$ cat src/rtl/hazard_ctrl.sv
// hazard_ctrl: stall/flush control for the IF/ID register, PC and ID/EX register.
//
// Detects load-use hazards (load in EX feeding a source of the ID instruction)
// and control hazards (taken branch/jump resolved in EX). Multi-cycle windows
// are held by a small FSM with a 2-bit down-counter; control hazards win.
// Saturating counters record cycles spent stalling and flushing.
//
// State table:
//   state  | meaning
//   S_IDLE | no window open; outputs follow the current-cycle hazards
//   S_LU   | inside a load-use stall window, rem cycles left incl. this one
//   S_CA   | inside a control-hazard flush window, rem cycles left incl. this one
//
// Ports:
//   Clk, Rst_n            clock, async active-low reset
//   ID_rs, ID_rt          source fields of the ID instruction
//   ID_uses_rt            ID instruction reads rt
//   EX_MemRead, EX_rt     load in EX and its destination
//   Branch_taken          EX branch/jump resolved taken
//   Bubble_from_ca        flush IF/ID
//   Bubble_from_loaduse   hold IF/ID
//   PC_hold               freeze PC
//   IDEX_flush            ID/EX loads a NOP
//   Stall_count           saturating count of load-use stall cycles
//   Flush_count           saturating count of control-hazard flush cycles
module hazard_ctrl #(
    parameter int LU_CYCLES = 1,
    parameter int CA_CYCLES = 1,
    parameter int CNT_W     = 32
) (
    input  logic             Clk,
    input  logic             Rst_n,
    input  logic [4:0]       ID_rs,
    input  logic [4:0]       ID_rt,
    input  logic             ID_uses_rt,
    input  logic             EX_MemRead,
    input  logic [4:0]       EX_rt,
    input  logic             Branch_taken,
    output logic             Bubble_from_ca,
    output logic             Bubble_from_loaduse,
    output logic             PC_hold,
    output logic             IDEX_flush,
    output logic [CNT_W-1:0] Stall_count,
    output logic [CNT_W-1:0] Flush_count
);

    typedef enum logic [1:0] {
        S_IDLE = 2'd0,
        S_LU   = 2'd1,
        S_CA   = 2'd2
    } state_t;

    localparam logic [1:0]       LU_RELOAD = 2'(LU_CYCLES - 1);
    localparam logic [1:0]       CA_RELOAD = 2'(CA_CYCLES - 1);
    localparam logic [CNT_W-1:0] CNT_MAX   = '1;

    state_t     state, state_n;
    logic [1:0] rem, rem_n;
    logic       lu_hit;
    logic       ca_c, lu_c;

    assign lu_hit = EX_MemRead && (EX_rt != 5'd0) &&
                    ((EX_rt == ID_rs) || (ID_uses_rt && (EX_rt == ID_rt)));

    always_ff @(posedge Clk or negedge Rst_n) begin
        if (!Rst_n) begin
            state <= S_IDLE;
            rem   <= 2'd0;
        end else begin
            state <= state_n;
            rem   <= rem_n;
        end
    end

    always_comb begin
        state_n = state;
        rem_n   = rem;
        ca_c    = 1'b0;
        lu_c    = 1'b0;
        // A taken branch behaves identically from every state: it preempts a
        // stall window and restarts a flush window.
        if (Branch_taken) begin
            ca_c = 1'b1;
            if (CA_CYCLES > 1) begin
                state_n = S_CA;
                rem_n   = CA_RELOAD;
            end else begin
                state_n = S_IDLE;
                rem_n   = 2'd0;
            end
        end else begin
            case (state)
                S_IDLE: begin
                    if (lu_hit) begin
                        lu_c = 1'b1;
                        if (LU_CYCLES > 1) begin
                            state_n = S_LU;
                            rem_n   = LU_RELOAD;
                        end
                    end
                end
                S_LU: begin
                    lu_c = 1'b1;
                    if (rem == 2'd1) begin
                        state_n = S_IDLE;
                        rem_n   = 2'd0;
                    end else begin
                        rem_n = rem - 2'd1;
                    end
                end
                S_CA: begin
                    ca_c = 1'b1;
                    if (rem == 2'd1) begin
                        state_n = S_IDLE;
                        rem_n   = 2'd0;
                    end else begin
                        rem_n = rem - 2'd1;
                    end
                end
                default: begin
                    state_n = S_IDLE;
                    rem_n   = 2'd0;
                end
            endcase
        end
    end

    // Outputs are forced low for as long as reset is held, not just after the
    // state register clears.
    assign Bubble_from_ca      = ca_c & Rst_n;
    assign Bubble_from_loaduse = lu_c & Rst_n;
    assign PC_hold             = lu_c & Rst_n;
    assign IDEX_flush          = (ca_c | lu_c) & Rst_n;

    always_ff @(posedge Clk or negedge Rst_n) begin
        if (!Rst_n) begin
            Stall_count <= '0;
            Flush_count <= '0;
        end else begin
            if (Bubble_from_loaduse && (Stall_count != CNT_MAX))
                Stall_count <= Stall_count + CNT_W'(1);
            if (Bubble_from_ca && (Flush_count != CNT_MAX))
                Flush_count <= Flush_count + CNT_W'(1);
        end
    end

endmodule

$ cat config.mk
export PLATFORM = sky130hd
export DESIGN_NAME = hazard_ctrl
export DESIGN_NICKNAME = d
export VERILOG_FILES = /design/src/rtl/hazard_ctrl.sv
export SDC_FILE = /design/constraint.sdc
export NUM_CORES = 1
export LEC_CHECK = 0
export ABC_AREA = 1
export CAP_MARGIN = 20
export CORE_UTILIZATION = 48
export DETAILED_ROUTE_END_ITERATION = 10
export GPL_TIMING_DRIVEN = 0
export PLACE_DENSITY = 0.78
export SETUP_SLACK_MARGIN = 0.05
export SYNTH_ARGS = -nofsm -noshare
export SYNTH_HDL_FRONTEND = slang
export SYNTH_SLANG_ARGS = --single-unit
$ cat constraint.sdc
create_clock -name Clk -period 1.64 [get_ports Clk]
set_input_delay 0.246 -clock Clk [delete_from_list [all_inputs] [get_ports Clk]]
set_output_delay 0.246 -clock Clk [all_outputs]
set_load 0.02 [all_outputs]
==> reports/results.env, run 1 <==
WORST-ENDPOINT-REQUIRED_NS=1.96
PLACED_CELL_AREA_SQ_MM=0.00563
SETUP_VIOLATIONS=59
DIEWIDTH_UM=98.7
DP.FINAL_HPWL_MM=9.66
WORST_SETUP_PATH_END_KIND='flip-flop'
DP_CELLS=882
YS.WARNINGS.COUNT=0
GRT_START_MAX_NET_PINS=68
RSZ0062_AT_GRT='true'
WORST-SLEW-PIN-TRANSITION_NS=0.352
WORST-R2R-SETUP-SLACK_NS=-0.12
FILLER_FREE_CELL_COUNT_OF_THE_FINISHED_DESIGN=1005
MAPPEDNETLISTNETS=709
SYNTHMOSTINSTANTIATEDCELL='sky130_fd_sc_hd__nand2_1'
FINAL_CELL_AREA_SQ_MM=0.00745
CTS.SINK_COUNT=64
CLOCK_TREE.ROOT_CELL='sky130_fd_sc_hd__clkbuf_8'
CRITPATHCAPTURE='Flush_count[22]$_DFFE_PN0P_'
PLACEABLECOREAREA_SQ_MM=0.00889
TIMING_WORST_SETUP_PATH_TYPE='flip-flop to flip-flop'
REG2REG_TO='Flush_count[22]$_DFFE_PN0P_'
SYNTH.YOSYS.SEQ_AREA_SHARE=0.357
INSERTION_DELAY_NS=0.38
LAYOUT-AREA-OVERHEAD-VS-SYNTH_PCT=66.1
CLOCK_TRANSITION_AT_THE_REGISTER_CLOCK_PINS_ON_THE_WORST_SETUP_AND_HOLD_PATHS_AFTER_CTS_NS=0.09
SYNTH-EDFF-COUNT=0
DRT.ANTENNA.VIOLATING_NETS=0
FIRST_GLOBAL_VIAS=5187
POSTSYNTHREGISTERBITS=64
FINAL_MIN_PERIOD_OVER_CLOCK_PERIOD=1.07
SYNTH_TOP_AREA_SHARE=0.357
CRITICAL_PATH_ARRIVAL_NS=2.08
SETUP_SLACK_AFTER_PLACEMENT_NS=-0.781
SYNTH_CELL_TYPES=26
DRT-PASS1-ITER-COUNT=5
FIRST_PASS_GRT_WIRE_LENGTH_MM=25.2
FINAL.SETUP.TNS_NS=-3.39
POST_SYNTHESIS_CELLS=687
HOLD_VIOL_FINAL=64
RUN_STATUS='complete, but fails checks'
GROUTE.USAGE.OVERALL=0.331
SYNTH.CELLS.MOST_FREQUENT='sky130_fd_sc_hd__nand2_1, sky130_fd_sc_hd__nor2_1, sky130_fd_sc_hd__dfrtp_1'
CLOCK_SKEW_NS=0.0157
WORST_R2R_PATH_DEPTH=10
MAXSLEWHEADROOM=0.765
ROUTE.DETAILED.DRC=0
ROUTED-VIA-COUNT=5691
FILLCELLCOUNT=512
SYNTH_TOP_CELL_BY_AREA='sky130_fd_sc_hd__dfrtp_1'
INSERTEDDIODECOUNT=0
ROUTE.DETAILED.VIAS_PER_INST=5.66
POWER_PER_STANDARD_CELL_AREA_mW_PER_MM2=712
HOLD_WS_NS=-0.258
SYNTHFLOPTYPE='sky130_fd_sc_hd__dfrtp_1'
POST_DRT_WL_PER_CELL_UM=18.5
OVERFLOW=0
CAP_VIOLATIONS=0
MAPPEDNETLISTAREA_SQ_MM=0.00449
FINALMAXSLEWVIOLATIONS=0
SYNTH_ASYNC_SR_FLOP_SHARE=1.00
CRIT_PATH_START_KIND='flip-flop'
NUMCTSBUFFERS=9
R2R-START='Flush_count[14]$_DFFE_PN0P_'
NETLIST_TOP_CELLS_AREA='sky130_fd_sc_hd__dfrtp_1, sky130_fd_sc_hd__nand2_1, sky130_fd_sc_hd__nor2_1'
INITIAL_CORE_UTIL=0.505
FIN_WS_NS=-0.122
CRITPATHLAUNCH='Flush_count[14]$_DFFE_PN0P_'
FP.DIEH_UM=98.7
FIRST_ITER_VIOLATIONS=386
PERIOD_MINUS_WS_FINAL_NS=1.76
POST_ROUTE_CELLS_DRIVE_ABOVE_1_SHARE=0.412
VIOLATIONS_IN_THE_FINAL_REPORTS='negative hold slack, negative setup slack'
POSTROUTEWIRELENGTH_MM=18.6
MAX_CLOCK_FREQ_GHz=0.568
CLOCK_TREE_FROM_TRITONCTS='built'
DIE_AREA_SQ_MM=0.00974
HOLDCRITPATHCLASS='input pin to asynchronous set/reset pin'
FINAL_NETS=914
NUM_ROWS=34
NUMBER_OF_ANTENNA_VIOLATIONS_AT_THE_FIRST_CHECK_IN_GLOBAL_ROUTING=0
CLOCK_TREE.BUFFER_DEPTH=2
FINALWEIGHTEDCONGESTION=0.941
WORSTPATHMAXFANOUT=5
WORST_IR_DROP_ON_VDD_uV=475
PORT_BUFFERS=87
P_LEAK_uW=0.00402
MEAN_INSTANCE_SIZE_IN_THE_SYNTHESIZED_NETLIST_SQ_UM=6.53
PIN_COUNT=88
CTSHTREEMAXLEVEL=3
## metal layers
layer,vias to the layer above,global-route usage,wire length (um)
li1,2543,-,-
met1,2683,0.384,6610
met2,354,0.580,9400
met3,111,0.0475,1390
met4,0,0.207,1190
met5,-,0,0
## kinds of logic after synthesis
kind of cell	count (synthesis)	share of synthesized area
buf+inv	73	0.0733
compound gates	16	0.0279
xor+xnor	34	0.0664
simple gates	498	0.470
flops	64	0.357
fa+ha+maj	2	0.00558
## state kept, by name, indices dropped and copies added, names as in the netlist
signal and cells:
Flush_count 32, Stall_count 32
## placed cells by master, fill, tap and decap left out, drive strengths merged
master,count
nand2,342
buf,123
nor2,80
dlygate4sd2,64
inv,64
dfrtp,64
xor2,27
nor3,25
nand3,21
nand3b,17
clkbuf,17
o21ai,16
nand4,12
xnor2,7
clkdlybuf4s15,4
bufinv,3
clkdlybuf4s50,3
dlymetal6s2s,3
ha,2
clkinv,2
nor3b,1
## area by class of cell
class	instances	area (sq um)	area share
multi-input cells	550	3300	0.443
repair buffers	193	1700	0.228
flip-flops and latches	64	1640	0.220
inverters	61	249	0.0334
plain buffers	12	164	0.0220
well taps	108	135	0.0181
clock inverters	7	128	0.0171
clock buffers	9	124	0.0166
repair inverters	1	8.76	0.00118
## power breakdown
group | switching [uW] | internal, uW
clock | 827 | 1030
combinational | 917 | 658
sequential | 166 | 1710
total | 1910 | 3400
## worst min-delay path by stage
stage / end / slack (ns) / cells past startpoint
after floorplan: Flush_count[0]$_DFFE_PN0P_ / -0.05 / 0
after global placement: Flush_count[10]$_DFFE_PN0P_ / 0.52 / 2
after detailed placement: Flush_count[25]$_DFFE_PN0P_ / 0.42 / 1
after CTS: Flush_count[25]$_DFFE_PN0P_ / -0.21 / 1
after global routing: Flush_count[5]$_DFFE_PN0P_ / -0.23 / 1
final: Flush_count[25]$_DFFE_PN0P_ / -0.26 / 1
## what timing repair did
| item | in CTS | in global routing |
|---|---|---|
| hold endpoints to repair | 64 | 64 |
| endpoints found under the setup margin | 128 | 69 |
| gates resized for setup | 194 | 188 |
| buffers inserted | 46 | 53 |
| pin swaps | 22 | 62 |
| gates cloned | 10 | 0 |
## critical path, stage by stage (launching register included)
cell and delay [ns]:
sky130_fd_sc_hd__dfrtp_1 0.45, sky130_fd_sc_hd__nand2_2 0.10, sky130_fd_sc_hd__nor3_2 0.22, sky130_fd_sc_hd__nand2_1 0.13, sky130_fd_sc_hd__nor2_4 0.17, sky130_fd_sc_hd__nand2_4 0.09
sky130_fd_sc_hd__nand2_8 0.12, sky130_fd_sc_hd__buf_6 0.13, sky130_fd_sc_hd__buf_6 0.13, sky130_fd_sc_hd__nand2_1 0.07, sky130_fd_sc_hd__nand2_1 0.09
## per-stage QoR
step | util | total power [uW]
floorplan | - | 2530
CTS | 0.738 | 4950
finish | 0.838 | 5310
detailed placement | 0.633 | 2990
global route | 0.838 | 5480
global placement | 0.633 | 2950
No activity file was read; power rests on OpenSTA's default activity.
==> run 2: changes to the inputs <==
--- a/config.mk
+++ b/config.mk
@@ -8,10 +8,12 @@
 export ABC_AREA = 1
 export CAP_MARGIN = 20
 export CORE_UTILIZATION = 48
+export CTS_CLUSTER_SIZE = 28
 export DETAILED_ROUTE_END_ITERATION = 10
 export GPL_TIMING_DRIVEN = 0
+export MAX_ROUTING_LAYER = met4
 export PLACE_DENSITY = 0.78
-export SETUP_SLACK_MARGIN = 0.05
+export SETUP_SLACK_MARGIN = 0.3
 export SYNTH_ARGS = -nofsm -noshare
 export SYNTH_HDL_FRONTEND = slang
 export SYNTH_SLANG_ARGS = --single-unit
==> run 2 against run 1 <==
Effect of this change: the run ends with negative setup slack left; die area did not move; setup slack got worse by 0.042 ns; final area fell by 1.8%; combinational power fell by 8%; critical path type unchanged; critical endpoint is now Flush_count[28]$_DFFE_PN0P_.
==> reports/results.env, run 2 (synthesis results as in run 1) <==
CLOCK_TRANSITION_AT_THE_REGISTER_CLOCK_PINS_ON_THE_WORST_SETUP_AND_HOLD_PATHS_AFTER_CTS_NS=0.08
GROUTE.USAGE.OVERALL=0.366
CLOCK_SKEW_NS=0.0110
VIOLATIONS_IN_THE_FINAL_REPORTS='negative setup slack'
WORST_IR_DROP_ON_VDD_uV=450
DP.FINAL_HPWL_MM=10.5
DIE_AREA_SQ_MM=0.00974
CP_COMMON_CELL='sky130_fd_sc_hd__nand2_1'
INSERTEDDIODECOUNT=0
P_LEAK_uW=0.00365
OVERFLOW=0
CLOCK_TREE.BUFFER_DEPTH=2
HOLD_WS_NS=0.463
MAXSLEWHEADROOM=0.740
RSZ0062_AT_GRT='true'
LARGEST_REGISTERS='Flush_count x32, Stall_count x32'
MULTIINPUTGATEAREA_SQ_MM=0.00310
POSTROUTEWIRELENGTH_MM=18.2
WORST-SLEW-PIN-TRANSITION_NS=0.388
SETUP_VIOLATIONS=64
LAYOUT-AREA-OVERHEAD-VS-SYNTH_PCT=63.1
FINAL_CELL_MIX='sky130_fd_sc_hd__nand2_1, sky130_fd_sc_hd__nand2_2, sky130_fd_sc_hd__buf_4'
CAP_VIOLATIONS=0
ROUTE.DETAILED.VIAS_PER_INST=5.58
WORST-ENDPOINT-REQUIRED_NS=1.88
CTS.SINK_COUNT=64
MAX_CLOCK_FREQ_GHz=0.555
FIRST_GLOBAL_VIAS=5168
FINAL_NETS=907
FINALMAXSLEWVIOLATIONS=0
INSERTION_DELAY_NS=0.36
ROUTED-VIA-COUNT=5567
FIRST_PASS_GRT_WIRE_LENGTH_MM=26.5
GRT_START_MAX_NET_PINS=34
FINAL_MIN_PERIOD_OVER_CLOCK_PERIOD=1.10
POST_DRT_WL_PER_CELL_UM=18.2
PLACEABLECOREAREA_SQ_MM=0.00889
CRITICAL_PATH.MAX_STAGE_DELAY_NS=0.37
POWER_PER_STANDARD_CELL_AREA_mW_PER_MM2=690
POST_ROUTE_CELLS_DRIVE_ABOVE_1_SHARE=0.452
WORST_SETUP_PATH_END_KIND='flip-flop'
FIN_WS_NS=-0.163
CRITICAL_PATH_ARRIVAL_NS=2.05
CRIT_PATH_CELL_TRACE='inv_1 -> nor3_4 -> nand2_4 -> nor2_4 -> buf_4 -> nand2_1 -> nor2_2 -> nand2_1 -> nand2_1 -> nand2_1'
PERIOD_MINUS_WS_FINAL_NS=1.80
FINALWEIGHTEDCONGESTION=0.970
HOLD_VIOL_FINAL=0
NUM_ROWS=34
CRITICAL_PATH_BUF_INV_COUNT=2
FP.DIEH_UM=98.7
TIMING_WORST_SETUP_PATH_TYPE='flip-flop to flip-flop'
PORT_BUFFERS=87
CPMAXSTAGEDELAYCELL='sky130_fd_sc_hd__dfrtp_1'
CRITICAL-PATH-TOP-DELAY-FAMILY='simple AND/OR/NAND/NOR gates'
RUN_STATUS='complete, but fails checks'
HOLDCRITPATHCLASS='input pin to asynchronous set/reset pin'
CTSHTREEMAXLEVEL=3
FILLCELLCOUNT=565
DIEWIDTH_UM=98.7
FINAL_COMMON_CELL='sky130_fd_sc_hd__nand2_1'
DRT.ANTENNA.VIOLATING_NETS=0
SEQUENTIAL_CELL_AREA_SQ_MM=0.00165
FIRST_ITER_VIOLATIONS=569
FINAL.SETUP.TNS_NS=-6.04
DRT-PASS1-ITER-COUNT=7
CLOCK_TREE.ROOT_CELL='sky130_fd_sc_hd__clkbuf_8'
CLOCK_TREE_FROM_TRITONCTS='built'
ROUTE.DETAILED.DRC=0
PIN_COUNT=88
NUMBER_OF_ANTENNA_VIOLATIONS_AT_THE_FIRST_CHECK_IN_GLOBAL_ROUTING=0
NUMCTSBUFFERS=9
WORSTPATHMAXFANOUT=5
CRIT_PATH_START_KIND='flip-flop'
INITIAL_CORE_UTIL=0.505
-- run 2: per-layer routing --
layer | vias to the layer above | GRT usage | share of wire
met1 | 2637 | 0.485 | 0.40
met5 | - | - | 0
met3 | 76 | 0.0645 | 0.10
met2 | 321 | 0.582 | 0.47
li1 | 2533 | - | -
met4 | 0 | 0.0941 | 0.033
-- run 2: path summary, 6_finish.rpt --
check | end | from | slack [ns] | depth (start not counted)
max in group asynchronous | Stall_count[26]$_DFFE_PN0P_ | Rst_n | 0.96 | 2
worst max-delay path | Flush_count[28]$_DFFE_PN0P_ | Flush_count[2]$_DFFE_PN0P_ | -0.16 | 10
worst max register to register | Flush_count[28]$_DFFE_PN0P_ | Flush_count[2]$_DFFE_PN0P_ | -0.16 | 10
worst min register to register | Flush_count[24]$_DFFE_PN0P_ | Flush_count[24]$_DFFE_PN0P_ | 0.53 | 1
min in group Clk | Flush_count[16]$_DFFE_PN0P_ | Rst_n | 0.51 | 5
worst min-delay path | Flush_count[0]$_DFFE_PN0P_ | Rst_n | 0.46 | 3
-- run 2: layout make-up --
type	instances	share of cell area
clock inverters	7	0.0164
flip-flops and latches	64	0.225
plain buffers	12	0.0251
inverters	61	0.0326
repair buffers	187	0.242
well taps	108	0.0185
multi-input cells	550	0.424
clock buffers	9	0.0169
-- run 2: worst min-delay path, cell delays in order --
cell	delay (ns)
sky130_fd_sc_hd__buf_16	0.09
sky130_fd_sc_hd__dlygate4sd3_1	0.61
sky130_fd_sc_hd__buf_12	0.23
-- run 2: what timing repair did --
action	in CTS	in global routing
resized for setup	378	167
pin swaps	45	56
buffers inserted	55	33
gates cloned	8	1
hold buffers	3	0
hold endpoints to repair	64	0
endpoints found under the setup margin	132	109
-- run 2: through the flow --
| stage | cell area (sq um) | utilization | setup WS [ns] | power, uW | instances |
|---|---|---|---|---|---|
| after floorplan | 4640 | - | -0.104 | 2530 | 687 |
| after global placement | 5650 | 0.635 | -2.86 | 2980 | 882 |
| after detailed placement | 5640 | 0.635 | -0.793 | 3000 | 882 |
| after CTS | 6780 | 0.763 | -0.118 | 4920 | 964 |
| after global routing | 7320 | 0.823 | -0.275 | 5230 | 998 |
| final | 7320 | 0.823 | -0.163 | 5050 | 998 |
-- run 2: where the power goes --
part           internal (uW)  switching (uW)  leakage (uW)
logic                    642             812       0.00272
registers               1710             156      0.000813
clock network           1010             722      0.000119
total                   3360            1690       0.00365
==> run 3: changes to the inputs <==
--- a/config.mk
+++ b/config.mk
@@ -6,11 +6,13 @@
 export NUM_CORES = 1
 export LEC_CHECK = 0
 export ABC_AREA = 1
-export CAP_MARGIN = 20
+export CAP_MARGIN = 15
+export CORE_ASPECT_RATIO = 2
 export CORE_UTILIZATION = 48
 export CTS_CLUSTER_SIZE = 28
 export DETAILED_ROUTE_END_ITERATION = 10
 export GPL_TIMING_DRIVEN = 0
+export HOLD_SLACK_MARGIN = 0.03
 export MAX_ROUTING_LAYER = met4
 export PLACE_DENSITY = 0.78
 export SETUP_SLACK_MARGIN = 0.3
==> run 3 against run 2 <==
Effect of this change: the flow still finishes with violations (negative setup slack); non-clock buffer count down 20; register-to-register slack better by 0.10 ns; utilization down 3.9 points; final cell count down 2.6%; global-route usage down 0.30 points; critical path type unchanged; clock power up 10%; highest routed layer unchanged; largest cell class unchanged; setup slack better by 0.10 ns.
==> reports/results.env, run 3 (synthesis results as in run 1) <==
RUN_STATUS='complete, but fails checks'
VIOLATIONS_IN_THE_FINAL_REPORTS='negative setup slack'
FIRST_ITER_VIOLATIONS=310
ROUTING_LAYER_WITH_THE_TOP_USAGE_IN_GLOBAL_ROUTE='met2'
FINAL_CELL_AREA_SQ_MM=0.00707
FINALWEIGHTEDCONGESTION=1.01
DIEWIDTH_UM=70.4
CRIT_PATH_START_KIND='flip-flop'
PERIOD_MINUS_WS_FINAL_NS=1.70
P_LEAK_uW=0.00343
NUMBER_OF_ANTENNA_VIOLATIONS_AT_THE_FIRST_CHECK_IN_GLOBAL_ROUTING=0
R2R-START='Stall_count[0]$_DFFE_PN0P_'
FINAL_NETS=887
NUMCTSBUFFERS=9
TIMING_WORST_SETUP_PATH_TYPE='flip-flop to flip-flop'
HOLD_VIOL_FINAL=0
FP.DIEH_UM=139
DIE_AREA_SQ_MM=0.00976
OVERFLOW=0
FIN_WS_NS=-0.0591
MAX_CLOCK_FREQ_GHz=0.589
WORST_SETUP_PATH_END_KIND='flip-flop'
NUM_ROWS=49
WORST_R2R_PATH_DEPTH=10
FIRST_PASS_GRT_WIRE_LENGTH_MM=25.9
FINAL_CELL_MIX='sky130_fd_sc_hd__nand2_1, sky130_fd_sc_hd__buf_4, sky130_fd_sc_hd__nand2_2'
CTS.SINK_COUNT=64
POSTROUTEWIRELENGTH_MM=17.8
PORT_BUFFERS=87
PLACEABLECOREAREA_SQ_MM=0.00901
FINAL_COMMON_CELL='sky130_fd_sc_hd__nand2_1'
CLOCK_TRANSITION_AT_THE_REGISTER_CLOCK_PINS_ON_THE_WORST_SETUP_AND_HOLD_PATHS_AFTER_CTS_NS=0.06
FINAL_MIN_PERIOD_OVER_CLOCK_PERIOD=1.04
CLOCK_TREE.ROOT_CELL='sky130_fd_sc_hd__clkbuf_16'
FIRST_GLOBAL_VIAS=5200
GROUTE.USAGE.OVERALL=0.363
WORSTPATHMAXFANOUT=10
POST_DRT_WL_PER_CELL_UM=18.3
DRT.ANTENNA.VIOLATING_NETS=0
ROUTE.DETAILED.DRC=0
INSERTEDDIODECOUNT=0
HOLD_WS_NS=0.459
CAP_VIOLATIONS=0
CLOCK_SKEW_NS=0.00502
POST_ROUTE_CELLS_DRIVE_ABOVE_1_SHARE=0.408
FINAL_CORE_UTILIZATION=0.784
GRT.MET2_USAGE=0.677
GRT.MET1_USAGE=0.313
ROUTE.DETAILED.VIAS_PER_INST=5.57
GRT_START_MAX_NET_PINS=34
DRT-PASS1-ITER-COUNT=6
LAYOUT-AREA-OVERHEAD-VS-SYNTH_PCT=57.5
CLOCK_TREE.BUFFER_DEPTH=2
WORST-SLEW-PIN-TRANSITION_NS=0.384
CRITICAL_PATH_ARRIVAL_NS=1.93
HOLDCRITPATHCLASS='input pin to asynchronous set/reset pin'
SETUP_VIOLATIONS=57
WORST_IR_DROP_ON_VDD_uV=859
LARGEST_REGISTERS='Flush_count x32, Stall_count x32'
CTSHTREEMAXLEVEL=3
WORST-ENDPOINT-REQUIRED_NS=1.87
PIN_COUNT=88
RSZ0062_AT_GRT='true'
POWER_PER_STANDARD_CELL_AREA_mW_PER_MM2=739
FINALMAXSLEWVIOLATIONS=0
INITIAL_CORE_UTIL=0.498
CLOCK_TREE_FROM_TRITONCTS='built'
ROUTED-VIA-COUNT=5412
DP.FINAL_HPWL_MM=11.3
GR-USAGE-MET3=0.0516
PLACED_CELL_AREA_SQ_MM=0.00564
INSERTION_DELAY_NS=0.34
WORST-R2R-SETUP-SLACK_NS=-0.06
REG2REG_TO='Stall_count[30]$_DFFE_PN0P_'
MAXSLEWHEADROOM=0.744
## run 3: changes by cell type in the layout (fill, tap and decap cells not counted), moves of 6 or more
cell,delta
sky130_fd_sc_hd__nand2_1,+31
sky130_fd_sc_hd__dfrtp_1,+6
sky130_fd_sc_hd__nor3_1,-7
sky130_fd_sc_hd__buf_4,-9
sky130_fd_sc_hd__buf_6,-15
sky130_fd_sc_hd__nand2_4,-16
sky130_fd_sc_hd__clkbuf_16,+10
sky130_fd_sc_hd__clkbuf_8,-9
sky130_fd_sc_hd__nor2_4,+8
sky130_fd_sc_hd__dfrtp_2,-6
sky130_fd_sc_hd__clkbuf_2,+7
sky130_fd_sc_hd__nand2_2,-15
## run 3: per-layer routing
metal  vias to the layer above  share of wire  wire length, um
met5                         -              0                0
met4                         0          0.083             1470
met3                       120          0.049              870
met2                       272           0.57            10100
met1                      2535           0.30             5330
li1                       2485              -                -
## run 3: where the power goes
| group | total, uW | internal [uW] | switching, uW |
|---|---|---|---|
| Sequential | 1870 | 1710 | 157 |
| Combinational | 1450 | 604 | 848 |
| Clock | 1910 | 1170 | 741 |
## run 3: worst max-delay path, cell delays in order (launching register included)
cell and delay [ns]:
sky130_fd_sc_hd__dfrtp_2 0.43, sky130_fd_sc_hd__ha_4 0.17, sky130_fd_sc_hd__nand3_4 0.09, sky130_fd_sc_hd__inv_2 0.09, sky130_fd_sc_hd__nand2_4 0.05, sky130_fd_sc_hd__nor2_4 0.10
sky130_fd_sc_hd__nor3b_4 0.26, sky130_fd_sc_hd__nor2_4 0.11, sky130_fd_sc_hd__buf_8 0.16, sky130_fd_sc_hd__nand2_1 0.06, sky130_fd_sc_hd__nand2_1 0.05
## run 3: what timing repair did
item,in CTS,in global routing
endpoints found under the hold margin,64,0
gates cloned,4,2
hold buffers,3,0
pin swaps,42,39
resized for setup,344,124
endpoints found under the setup margin,132,109
setup buffers,55,16
## run 3: worst max-delay path by stage
stage	start	to	slack, ns	cells past startpoint
after detailed placement	Rst_n	PC_hold	-0.80	7
final	Stall_count[0]$_DFFE_PN0P_	Stall_count[30]$_DFFE_PN0P_	-0.06	10
after global placement	Rst_n	Bubble_from_ca	-2.89	4
after floorplan	Flush_count[0]$_DFFE_PN0P_	Flush_count[18]$_DFFE_PN0P_	-0.10	11
after global routing	Flush_count[24]$_DFFE_PN0P_	Flush_count[15]$_DFFE_PN0P_	-0.13	11
after CTS	Flush_count[1]$_DFFE_PN0P_	Flush_count[9]$_DFFE_PN0P_	-0.06	11
## run 3: final cells by class
class                      instances  area (sq um)
sequential                        64          1640
fill                             643          1950
timing repair buffer             167          1530
buffer                            12           173
clock buffer                      10           229
tap                              102           128
multi-input combinational        550          3060
clock inverter                     6          60.1
inverter                          61           249
## run 3: through the flow
step / TNS (ns) / setup WS [ns] / power, uW / cells
floorplan: -1.95 / -0.104 / 2530 / 687
global placement: -297.24 / -2.89 / 2980 / 876
detailed placement: -27.91 / -0.796 / 3010 / 876
CTS: -1.17 / -0.0598 / 5050 / 954
global route: -5.20 / -0.135 / 5410 / 972
finish: -1.82 / -0.0591 / 5230 / 972
